==> src/rtl/word_send_queue_if.sv <==
`default_nettype none
// ============================================================================
//  Module      : word_send_queue_if
//  Description : Word-in / byte-out handshake bundle for word_send_queue.
//  Revision    : 1.0 - initial release
// ============================================================================
interface word_send_queue_if #(
    parameter int DEPTH_LOG2 = 4
);
    logic [31:0]         word_in;
    logic                word_valid;
    logic                sender_ready;
    logic [7:0]          sender_data;
    logic                sender_enable;
    logic                full;
    logic                empty;
    logic                busy;
    logic [DEPTH_LOG2:0] count;
    logic                overflow;

    // master is the surrounding system: execution stage plus byte sender
    modport master (
        output word_in, word_valid, sender_ready,
        input  sender_data, sender_enable, full, empty, busy, count, overflow
    );

    modport slave (
        input  word_in, word_valid, sender_ready,
        output sender_data, sender_enable, full, empty, busy, count, overflow
    );
endinterface
`default_nettype wire

==> src/rtl/word_send_queue.sv <==
`default_nettype none
// ============================================================================
//  Module      : word_send_queue
//  Description : Word FIFO that serialises 32-bit words into 4 bytes for the
//                byte-level UART sender.
//  Revision    : 1.0 - initial release
// ============================================================================
module word_send_queue #(
    parameter int DEPTH_LOG2   = 4,
    parameter int AFULL_MARGIN = 4,
    parameter bit MSB_FIRST    = 1'b1
) (
    input  wire logic         CLK,
    input  wire logic         reset_n,
    word_send_queue_if.slave  bus
);

    localparam int                  c_DEPTH     = 1 << DEPTH_LOG2;
    localparam logic [DEPTH_LOG2:0] c_DEPTH_CNT = (DEPTH_LOG2 + 1)'(c_DEPTH);
    localparam logic [DEPTH_LOG2:0] c_AFULL_LVL = (DEPTH_LOG2 + 1)'(c_DEPTH - AFULL_MARGIN);

    typedef enum logic [1:0] {
        ST_IDLE      = 2'd0,
        ST_SEND      = 2'd1,
        ST_WAIT_LOW  = 2'd2,
        ST_WAIT_HIGH = 2'd3
    } state_t;

    state_t                r_state;
    logic [31:0]           r_mem [c_DEPTH];
    logic [DEPTH_LOG2-1:0] r_wr_ptr;
    logic [DEPTH_LOG2-1:0] r_rd_ptr;
    logic [DEPTH_LOG2:0]   r_count;
    logic [DEPTH_LOG2:0]   w_count_next;
    logic [31:0]           r_shifter;
    logic [31:0]           w_shifted;
    logic [7:0]            w_cur_byte;
    logic [1:0]            r_byte_idx;
    logic [7:0]            r_sender_data;
    logic                  r_sender_enable;
    logic                  r_full;
    logic                  r_empty;
    logic                  r_busy;
    logic                  r_overflow;
    logic                  w_have_word;
    logic                  w_push;
    logic                  w_pop;

    assign w_have_word = (r_count != '0);
    // Full check uses the registered count: a same-cycle pop cannot make room
    assign w_push      = bus.word_valid && (r_count != c_DEPTH_CNT);
    assign w_pop       = ((r_state == ST_IDLE) && w_have_word) ||
                         ((r_state == ST_WAIT_HIGH) && bus.sender_ready &&
                          (r_byte_idx == 2'd3) && w_have_word);

    always_comb begin
        w_count_next = r_count;
        case ({w_push, w_pop})
            2'b10:   w_count_next = r_count + 1'b1;
            2'b01:   w_count_next = r_count - 1'b1;
            default: w_count_next = r_count;
        endcase
    end

    generate
        if (MSB_FIRST) begin : g_msb_first
            assign w_cur_byte = r_shifter[31:24];
            assign w_shifted  = {r_shifter[23:0], 8'h00};
        end else begin : g_lsb_first
            assign w_cur_byte = r_shifter[7:0];
            assign w_shifted  = {8'h00, r_shifter[31:8]};
        end
    endgenerate

    always_ff @(posedge CLK) begin
        if (reset_n && w_push) begin
            r_mem[r_wr_ptr] <= bus.word_in;
        end
    end

    always_ff @(posedge CLK) begin
        if (!reset_n) begin
            r_wr_ptr   <= '0;
            r_rd_ptr   <= '0;
            r_count    <= '0;
            r_empty    <= 1'b1;
            r_full     <= 1'b0;
            r_overflow <= 1'b0;
        end else begin
            if (w_push) begin
                r_wr_ptr <= r_wr_ptr + 1'b1;
            end
            if (w_pop) begin
                r_rd_ptr <= r_rd_ptr + 1'b1;
            end
            if (bus.word_valid && !w_push) begin
                r_overflow <= 1'b1;
            end
            r_count <= w_count_next;
            r_empty <= (w_count_next == '0);
            r_full  <= (w_count_next >= c_AFULL_LVL);
        end
    end

    always_ff @(posedge CLK) begin
        if (!reset_n) begin
            r_state         <= ST_IDLE;
            r_shifter       <= '0;
            r_byte_idx      <= 2'd0;
            r_sender_data   <= 8'h00;
            r_sender_enable <= 1'b0;
            r_busy          <= 1'b0;
        end else begin
            r_sender_enable <= 1'b0;
            case (r_state)
                ST_IDLE: begin
                    if (w_have_word) begin
                        r_shifter  <= r_mem[r_rd_ptr];
                        r_byte_idx <= 2'd0;
                        r_state    <= ST_SEND;
                        r_busy     <= 1'b1;
                    end
                end
                ST_SEND: begin
                    if (bus.sender_ready) begin
                        r_sender_data   <= w_cur_byte;
                        r_sender_enable <= 1'b1;
                        r_shifter       <= w_shifted;
                        r_state         <= ST_WAIT_LOW;
                    end
                end
                ST_WAIT_LOW: begin
                    if (!bus.sender_ready) begin
                        r_state <= ST_WAIT_HIGH;
                    end
                end
                ST_WAIT_HIGH: begin
                    if (bus.sender_ready) begin
                        if (r_byte_idx == 2'd3) begin
                            // Chain straight into the next word with no idle gap
                            if (w_have_word) begin
                                r_shifter  <= r_mem[r_rd_ptr];
                                r_byte_idx <= 2'd0;
                                r_state    <= ST_SEND;
                            end else begin
                                r_state <= ST_IDLE;
                                r_busy  <= 1'b0;
                            end
                        end else begin
                            r_byte_idx <= r_byte_idx + 2'd1;
                            r_state    <= ST_SEND;
                        end
                    end
                end
                default: begin
                    r_state <= ST_IDLE;
                    r_busy  <= 1'b0;
                end
            endcase
        end
    end

    assign bus.sender_data   = r_sender_data;
    assign bus.sender_enable = r_sender_enable;
    assign bus.full          = r_full;
    assign bus.empty         = r_empty;
    assign bus.busy          = r_busy;
    assign bus.count         = r_count;
    assign bus.overflow      = r_overflow;

endmodule
`default_nettype wire

==> src/flat_wrapper.sv <==
// flat-port wrapper written by rule: the top's interface ports become plain ports
module word_send_queue_flat 
#(
    parameter int DEPTH_LOG2   = 4,
    parameter int AFULL_MARGIN = 4,
    parameter bit MSB_FIRST    = 1'b1
)
  (CLK, reset_n, bus_word_in, bus_word_valid, bus_sender_ready, bus_sender_data, bus_sender_enable, bus_full, bus_empty, bus_busy, bus_count, bus_overflow);
  word_send_queue_if #(.DEPTH_LOG2(DEPTH_LOG2)) bus_i ();
  input  wire logic CLK;
  input  wire logic reset_n;
  input wire logic [$bits(bus_i.word_in)-1:0] bus_word_in;
  input wire logic [$bits(bus_i.word_valid)-1:0] bus_word_valid;
  input wire logic [$bits(bus_i.sender_ready)-1:0] bus_sender_ready;
  output wire logic [$bits(bus_i.sender_data)-1:0] bus_sender_data;
  output wire logic [$bits(bus_i.sender_enable)-1:0] bus_sender_enable;
  output wire logic [$bits(bus_i.full)-1:0] bus_full;
  output wire logic [$bits(bus_i.empty)-1:0] bus_empty;
  output wire logic [$bits(bus_i.busy)-1:0] bus_busy;
  output wire logic [$bits(bus_i.count)-1:0] bus_count;
  output wire logic [$bits(bus_i.overflow)-1:0] bus_overflow;
  assign bus_i.word_in = bus_word_in;
  assign bus_i.word_valid = bus_word_valid;
  assign bus_i.sender_ready = bus_sender_ready;
  assign bus_sender_data = bus_i.sender_data;
  assign bus_sender_enable = bus_i.sender_enable;
  assign bus_full = bus_i.full;
  assign bus_empty = bus_i.empty;
  assign bus_busy = bus_i.busy;
  assign bus_count = bus_i.count;
  assign bus_overflow = bus_i.overflow;
  word_send_queue #(.DEPTH_LOG2(DEPTH_LOG2), .AFULL_MARGIN(AFULL_MARGIN), .MSB_FIRST(MSB_FIRST)) u_core (.CLK(CLK), .reset_n(reset_n), .bus(bus_i));
endmodule
==> config.mk <==
export PLATFORM = sky130hd
export DESIGN_NAME = word_send_queue_flat
export DESIGN_NICKNAME = d
export VERILOG_FILES = /design/src/rtl/word_send_queue_if.sv /design/src/rtl/word_send_queue.sv /design/src/flat_wrapper.sv
export SDC_FILE = /design/constraint.sdc
export NUM_CORES = 1
export LEC_CHECK = 0
export ABC_CLOCK_PERIOD_IN_PS = 4300
export CAP_MARGIN = 20
export CORE_MARGIN = 5
export CORE_UTILIZATION = 54
export DETAILED_ROUTE_END_ITERATION = 8
export HOLD_SLACK_MARGIN = 0.02
export PLACE_DENSITY = 0.73
export SLEW_MARGIN = 20
export SYNTH_ARGS = -nofsm -noshare
export SYNTH_HDL_FRONTEND = slang
export SYNTH_SLANG_ARGS = --single-unit
==> constraint.sdc <==
create_clock -name CLK -period 4.3 [get_ports CLK]
set_input_delay 0.43 -clock CLK [delete_from_list [all_inputs] [get_ports CLK]]
set_output_delay 0.43 -clock CLK [all_outputs]
set_load 0.005 [all_outputs]
==> results of run 1 <==
-- placed cells by master (no fill, tap or decap), types with 11 or more instances in the layout --
| master | n |
|---|---|
| o22ai_2 | 20 |
| clkbuf_16 | 57 |
| clkbuf_1 | 12 |
| clkinv_1 | 11 |
| buf_4 | 29 |
| edfxtp_1 | 512 |
| ha_1 | 16 |
| mux4_2 | 128 |
| o21ai_0 | 30 |
| a21oi_1 | 15 |
| nor2_4 | 16 |
| dfxtp_1 | 63 |
| mux2i_1 | 15 |
| inv_1 | 11 |
| nor2_1 | 47 |
| clkinv_2 | 12 |
| clkdlybuf4s50_1 | 53 |
| a22oi_1 | 48 |
| nand2_1 | 59 |
-- cell type report --
class                      count  area, um^2
sequential                   578       16700
fill                        2709       15300
multi-input combinational    479        5340
clock buffer                  71        1500
timing repair buffer          90         908
tap                          532         666
clock inverter                33         385
inverter                      12        45.0
antenna                        1        2.50
-- flip-flops by register name, indices dropped and copies added, names as in the netlist, 2 cells and up, named ones only --
register and count:
u_core.r_shifter 32, u_core.r_wr_ptr 4, u_core.bus.sender_data 8, u_core.r_rd_ptr 4, u_core.r_mem 512, u_core.bus.count 5, u_core.r_state 2, u_core.r_byte_idx 2
-- final timing paths --
check | cells after the start | to | slack, ps
setup / recovery | 11 | u_core.bus.full$_SDFF_PN0_ | 950
hold reg to reg | 2 | u_core.bus.sender_data[3]$_SDFFE_PN0P_ | 450
setup reg to reg | 11 | u_core.bus.full$_SDFF_PN0_ | 950
hold / removal | 2 | u_core.bus.sender_data[3]$_SDFFE_PN0P_ | 450
-- per-layer routing --
layer  track usage, %  part of all wire, %  up-vias
li1                 -                    -     4781
met1             29.2                   40     5764
met2             34.8                   51      462
met3             4.03                  7.4       74
met4             5.08                  2.1        0
met5                0                    0        -
-- worst max-delay path: cells and delay by family, from the launching register on --
family	cells	cell delay, ps
adder cells (fa/ha/maj)	3	950
multiplexers	1	290
AO/OA/AOI/OAI	5	1080
AND/OR/NAND/NOR	1	370
flip-flops	1	420
XOR/XNOR	1	180
-- power by group --
part           internal, mW  total, mW  switching, mW  leakage (nW)
clock                  2.95       4.98           2.03         0.926
sequential             6.35       6.60          0.250          5.16
combinational          1.23       2.60           1.37          1.99
total                  10.5       14.2           3.65          8.08
-- through the flow --
stage	util, %	std cells	total power [mW]	setup slack, ps	instance area [um^2]
3_5_place_dp	58.0	1691	9.33	515	23700
4_1_cts	62.6	1795	14.3	922	25600
2_1_floorplan	-	1133	8.62	1160	22300
6_report	62.6	1796	14.2	953	25600
3_3_place_gp	58.0	1691	9.25	620	23700
5_1_grt	62.6	1796	14.8	580	25600
-- cells by family after synthesis --
group / after synthesis
xor+xnor: 10
fa+ha+maj: 16
buf+inv: 76
mux: 151
simple gates: 154
flops: 578
compound gates: 148
==> out/qor.csv, run 1 <==
stage,metric,value,unit
synth,synth_seq_cells,578,
synth,synth_area_per_cell,19.7,um^2
clocking,numClockSinks,578,
floorplanning,die_area,45400,um^2
worst_hold_path,hp-class,flop to flop,
place,hpwl,26.1,mm
synth,post_synth_and_or_nand_nor_area_fraction,3.12,%
synth,synth-main-ff-cell,edfxtp_1,
synth,synth_top_area_share,69.0,%
critical_path,crit_top_cell,ha_1,
sta,period_share,77.8,%
status,status,"finished, final reports clean",
grt,antenna_found_initial,1,
flow_run,cap_violations,0,
clocking,cts_tree,built,
route,ant_nets,0,
sta,worstMarginPinSlew,783,ps
final_layout,nets,1269,
synth,synth_edf_count,512,
sta,final-hold-violation-count,0,
synth,synthTopCellsByCount,"edfxtp_1, mux4_2, dfxtp_1, nor2_1, nand2_1",
synth,synth-xor-area-share,0.393,%
clocking,cts_root_buf,clkbuf_16,
place,io_buffers,53,
critical_path,path_cells,ha_1 -> a31oi_1 -> a21oi_1 -> ha_1 -> xor2_1 -> ha_1 -> o21ai_0 -> or3b_1 -> a31oi_1 -> mux2i_1 -> a21o_1,
route,detail_route.wl_per_cell,25.9,um
synth,yosysTopAreaCell,edfxtp_1,
route,drt-initial-drc-count,1168,
synth,synthDistinctLibCells,52,
synth,synth_top_family_by_area,multiplexers,
sta,tns,0,ps
grt,gr-total-overflow,0,
critical_path,cp_max_fo,11,
critical_path,crit_arrival,3890,ps
clocking,clk_latency,600,ps
synth,synth.most_common_cell,edfxtp_1,
critical_path,end_kind,flop,
sta,fmax,299,MHz
pwr,p_per_area,555,nW/um^2
sta,slew_headroom,47.8,%
synth,muxShareOfSynthArea,14.0,%
grt,grt_use_total,20.9,%
clocking,clockBufferDepth,3,
synth,syn-cell-area,22300,um^2
route,vias,11100,
floorplanning,die_w,213,um
pwr,p_leak,8.08,nW
clocking,cts_made_buffers,56,
critical_path,r2r_start,u_core.r_state[0]$_SDFFE_PN0P_,
route,drtPass1Iterations,5,
clocking,hold_buffers,0,
clocking,cts.clk_slew.worst_paths,60,ps
sta,rsz0062_at_grt,no,
route,route.detailed.drc,0,
floorplanning,placementRows,74,
worst_hold_path,hp-start,u_core.bus.sender_data[3]$_SDFFE_PN0P_,
place,gp_congestion,0.747,
critical_path,critPathLaunchType,flop,
synth,ys_warn_count,0,
clocking,post_cts_buffers,0,
floorplanning,die_h,213,um
sta,setup_viol,0,
synth,synthArstFlopShare,0,%
final_layout,area_delta_synth_final,14.7,%
synth,synthCells,1133,
sta,slew_viol_final,0,
critical_path,crit_required,4840,ps
floorplanning,ios,54,
clocking,cts_resized,0,
route,viasPerCell,6.17,
route,wl,46.4,mm
clocking,cts_max_level,2,
synth,synth_compound_area_share,4.98,%
critical_path,critPathMaxStageDelay,460,ps
synth,synthAdderAreaFrac,0.899,%
critical_path,slowest_stage,a21oi_1,
sta,finalCriticalPeriod,3350,ps
critical_path,critical_path_class,flop to flop,
grt,grt_max_degree,40,
pwr,vdd_drop_max,0.000384,V
final_layout,drive_gt1_share,24.2,%
sta,clock_skew,21.0,ps
grt,grt_pass1_vias,11400,
synth,synth_area_leaders,"edfxtp_1, mux4_2, dfxtp_1",
grt,grt_pass1_wl,70.7,mm
floorplanning,core_area,40800,um^2
sta,whs,454,ps
synth,ys_seq_area_share,74.9,%
synth,synth_nets,1185,
critical_path,startpoint,u_core.r_state[0]$_SDFFE_PN0P_,
floorplanning,start_util,54.6,%
Note: power is estimated with default switching activity, not from simulation.
==> run 2, diff against run 1 <==
Settings changed: ABC_CLOCK_PERIOD_IN_PS 4300 to 2700, PLACE_DENSITY 0.73 to 0.76.
Clock period 4.3 ns to 2.7 ns, I/O delays scaled along.
==> run 2 against run 1 <==
Combinational power is 78% higher. Sequential cell count stayed put. Sequential power grew 58%.
==> out/qor.csv, run 2 (synthesis results as in run 1) <==
stage,metric,value,unit,change
status,status,"finished, final reports clean",,
place,gp_congestion,0.769,,+2.9%
route,drt-initial-drc-count,1354,,+16%
floorplanning,start_util,54.6,%,unchanged
final_layout,drive_gt1_share,27.3,%,+3.1 points
floorplanning,die_area,45400,um^2,unchanged
critical_path,critPathLaunchType,flop,,
critical_path,cp_max_fo,3,,-8
critical_path,critical_path_class,flop to flop,,
floorplanning,placementRows,74,,unchanged
sta,slew_headroom,47.8,%,about the same
clocking,cts_made_buffers,55,,-1.8%
grt,grtUsageMet1,30.5,%,+1.3 points
critical_path,end_kind,flop,,
clocking,cts_tree,built,,
pwr,p_per_area,873,nW/um^2,+57%
final_layout,final_cells,1824,,+1.6%
sta,fmax,392,MHz,+31%
sta,clock_skew,31.8,ps,+10.8 ps
route,viasPerCell,6.19,,+0.30%
floorplanning,die_h,213,um,unchanged
sta,whs,360,ps,-93.8 ps
grt,grt_max_degree,60,,+50%
sta,worstMarginPinSlew,782,ps,-0.605 ps
clocking,numClockSinks,578,,unchanged
place,hpwl,27.3,mm,+4.7%
grt,grt_pass1_wl,72.4,mm,+2.4%
final_layout,fillCellCount,2606,,-3.8%
final_layout,top_register,u_core.r_mem,,
route,drtPass1Iterations,6,,+1
grt,grt-busiest-layer,met2,,
floorplanning,ios,54,,unchanged
flow_run,cap_violations,0,,unchanged
final_layout,multi_input_area,5440,um^2,+1.8%
grt,grt.met3_usage,4.16,%,+0.13 points
final_layout,area_delta_synth_final,16.9,%,
sta,tns,0,ps,unchanged
clocking,cts.clk_slew.worst_paths,60,ps,about the same
clocking,hold_buffers,0,,unchanged
sta,finalCriticalPeriod,2550,ps,-799 ps
route,ant_nets,0,,unchanged
floorplanning,die_w,213,um,unchanged
route,vias,11300,,+1.9%
sta,final-hold-violation-count,0,,unchanged
critical_path,crit_required,3170,ps,-1670 ps
grt,grt_pass1_vias,11600,,+1.3%
place,io_buffers,53,,unchanged
sta,period_share,94.4,%,+17 points
grt,grt_use_total,21.6,%,+0.72 points
grt,antenna_found_initial,0,,-1
grt,met2_usage,36.0,%,+1.2 points
worst_hold_path,hp-class,input pin to flop,,
final_layout,nets,1298,,+2.3%
worst_hold_path,worstHoldPathCells,3,,+1
pwr,vdd_drop_max,0.000520,V,+36%
final_layout,regArea,16700,um^2,about the same
final_layout,fin_util,63.8,%,+1.2 points
route,wl,48.5,mm,+4.3%
critical_path,crit_arrival,3020,ps,-870 ps
grt,gr-total-overflow,0,,unchanged
route,route.detailed.drc,0,,unchanged
sta,slew_viol_final,0,,unchanged
critical_path,worstRegToRegCells,11,,unchanged
place,dp.cells,1719,,+1.7%
clocking,cts_root_buf,clkbuf_16,,
route,detail_route.wl_per_cell,26.6,um,+2.7%
pwr,p_leak,8.25,nW,+2.1%
clocking,cts_max_level,2,,unchanged
sta,setup_viol,0,,unchanged
clocking,clk_latency,610,ps,about the same
floorplanning,core_area,40800,um^2,unchanged
final_layout,final_common_cell,edfxtp_1,,
clocking,clockBufferDepth,3,,unchanged
final_layout,largest_reg_flops,512,,unchanged
final_layout,final_cell_mix,"edfxtp_1, mux4_2, dfxtp_1",,
-- run 2: path summary, 6_finish.rpt --
path,from,to,slack (ps)
worst min register to register,u_core.r_shifter[27]$_SDFFE_PN0P_,u_core.bus.sender_data[3]$_SDFFE_PN0P_,460
worst max-delay path,u_core.bus.count[1]$_SDFF_PN0_,u_core.bus.empty$_SDFF_PN1_,150
worst max register to register,u_core.bus.count[1]$_SDFF_PN0_,u_core.bus.empty$_SDFF_PN1_,150
worst min-delay path,bus_word_valid,u_core.bus.overflow$_SDFFE_PN0P_,360
-- run 2: routing by layer --
| layer | wire [um] | part of all wire, % | vias to the layer above |
|---|---|---|---|
| met1 | 19600 | 41 | 5913 |
| met2 | 24400 | 50 | 466 |
| li1 | - | - | 4843 |
| met4 | 887 | 1.8 | 0 |
| met5 | 0 | 0 | - |
| met3 | 3570 | 7.4 | 66 |
-- run 2: what timing repair did --
| action | CTS | global route |
|---|---|---|
| setup endpoints to repair | 0 | 3 |
| setup buffers | 0 | 2 |
| resized for setup | 0 | 17 |
| endpoints found under the hold margin | 0 | 0 |
-- run 2: area by class of cell --
cell class	instances	share of cell area (%)
Antenna cell	1	0.00961
Clock buffer	64	5.53
Clock inverter	38	1.46
Inverter	12	0.173
Multi-Input combinational cell	479	20.9
Sequential cell	578	64.2
Tap cell	532	2.56
Timing Repair Buffer	120	5.22
-- run 2: report_power, final --
group,switching (mW),internal (mW),leakage [nW]
Clock,3.23,4.49,0.896
Combinational,2.44,2.17,2.20
Sequential,0.274,10.1,5.16
Total,5.94,16.8,8.25
-- run 2: critical path, cell delays in order (launching register included) --
cell,delay [ps]
dfxtp_2,330
nor4_4,380
buf_4,180
a21oi_2,70
ha_4,190
xor2_2,120
ha_2,210
o21ai_2,60
or3b_4,390
a31oi_4,220
xnor2_1,100
a31o_1,210
-- run 2: stage by stage --
stage               area, um^2  setup slack [ps]  power (mW)
floorplan                22300              -183        13.7
global placement         24100              4.48        14.9
detailed placement       24100             -56.7        15.1
CTS                      25900              27.1        22.7
global route             26000             -6.92        23.7
finish                   26000               151        22.7
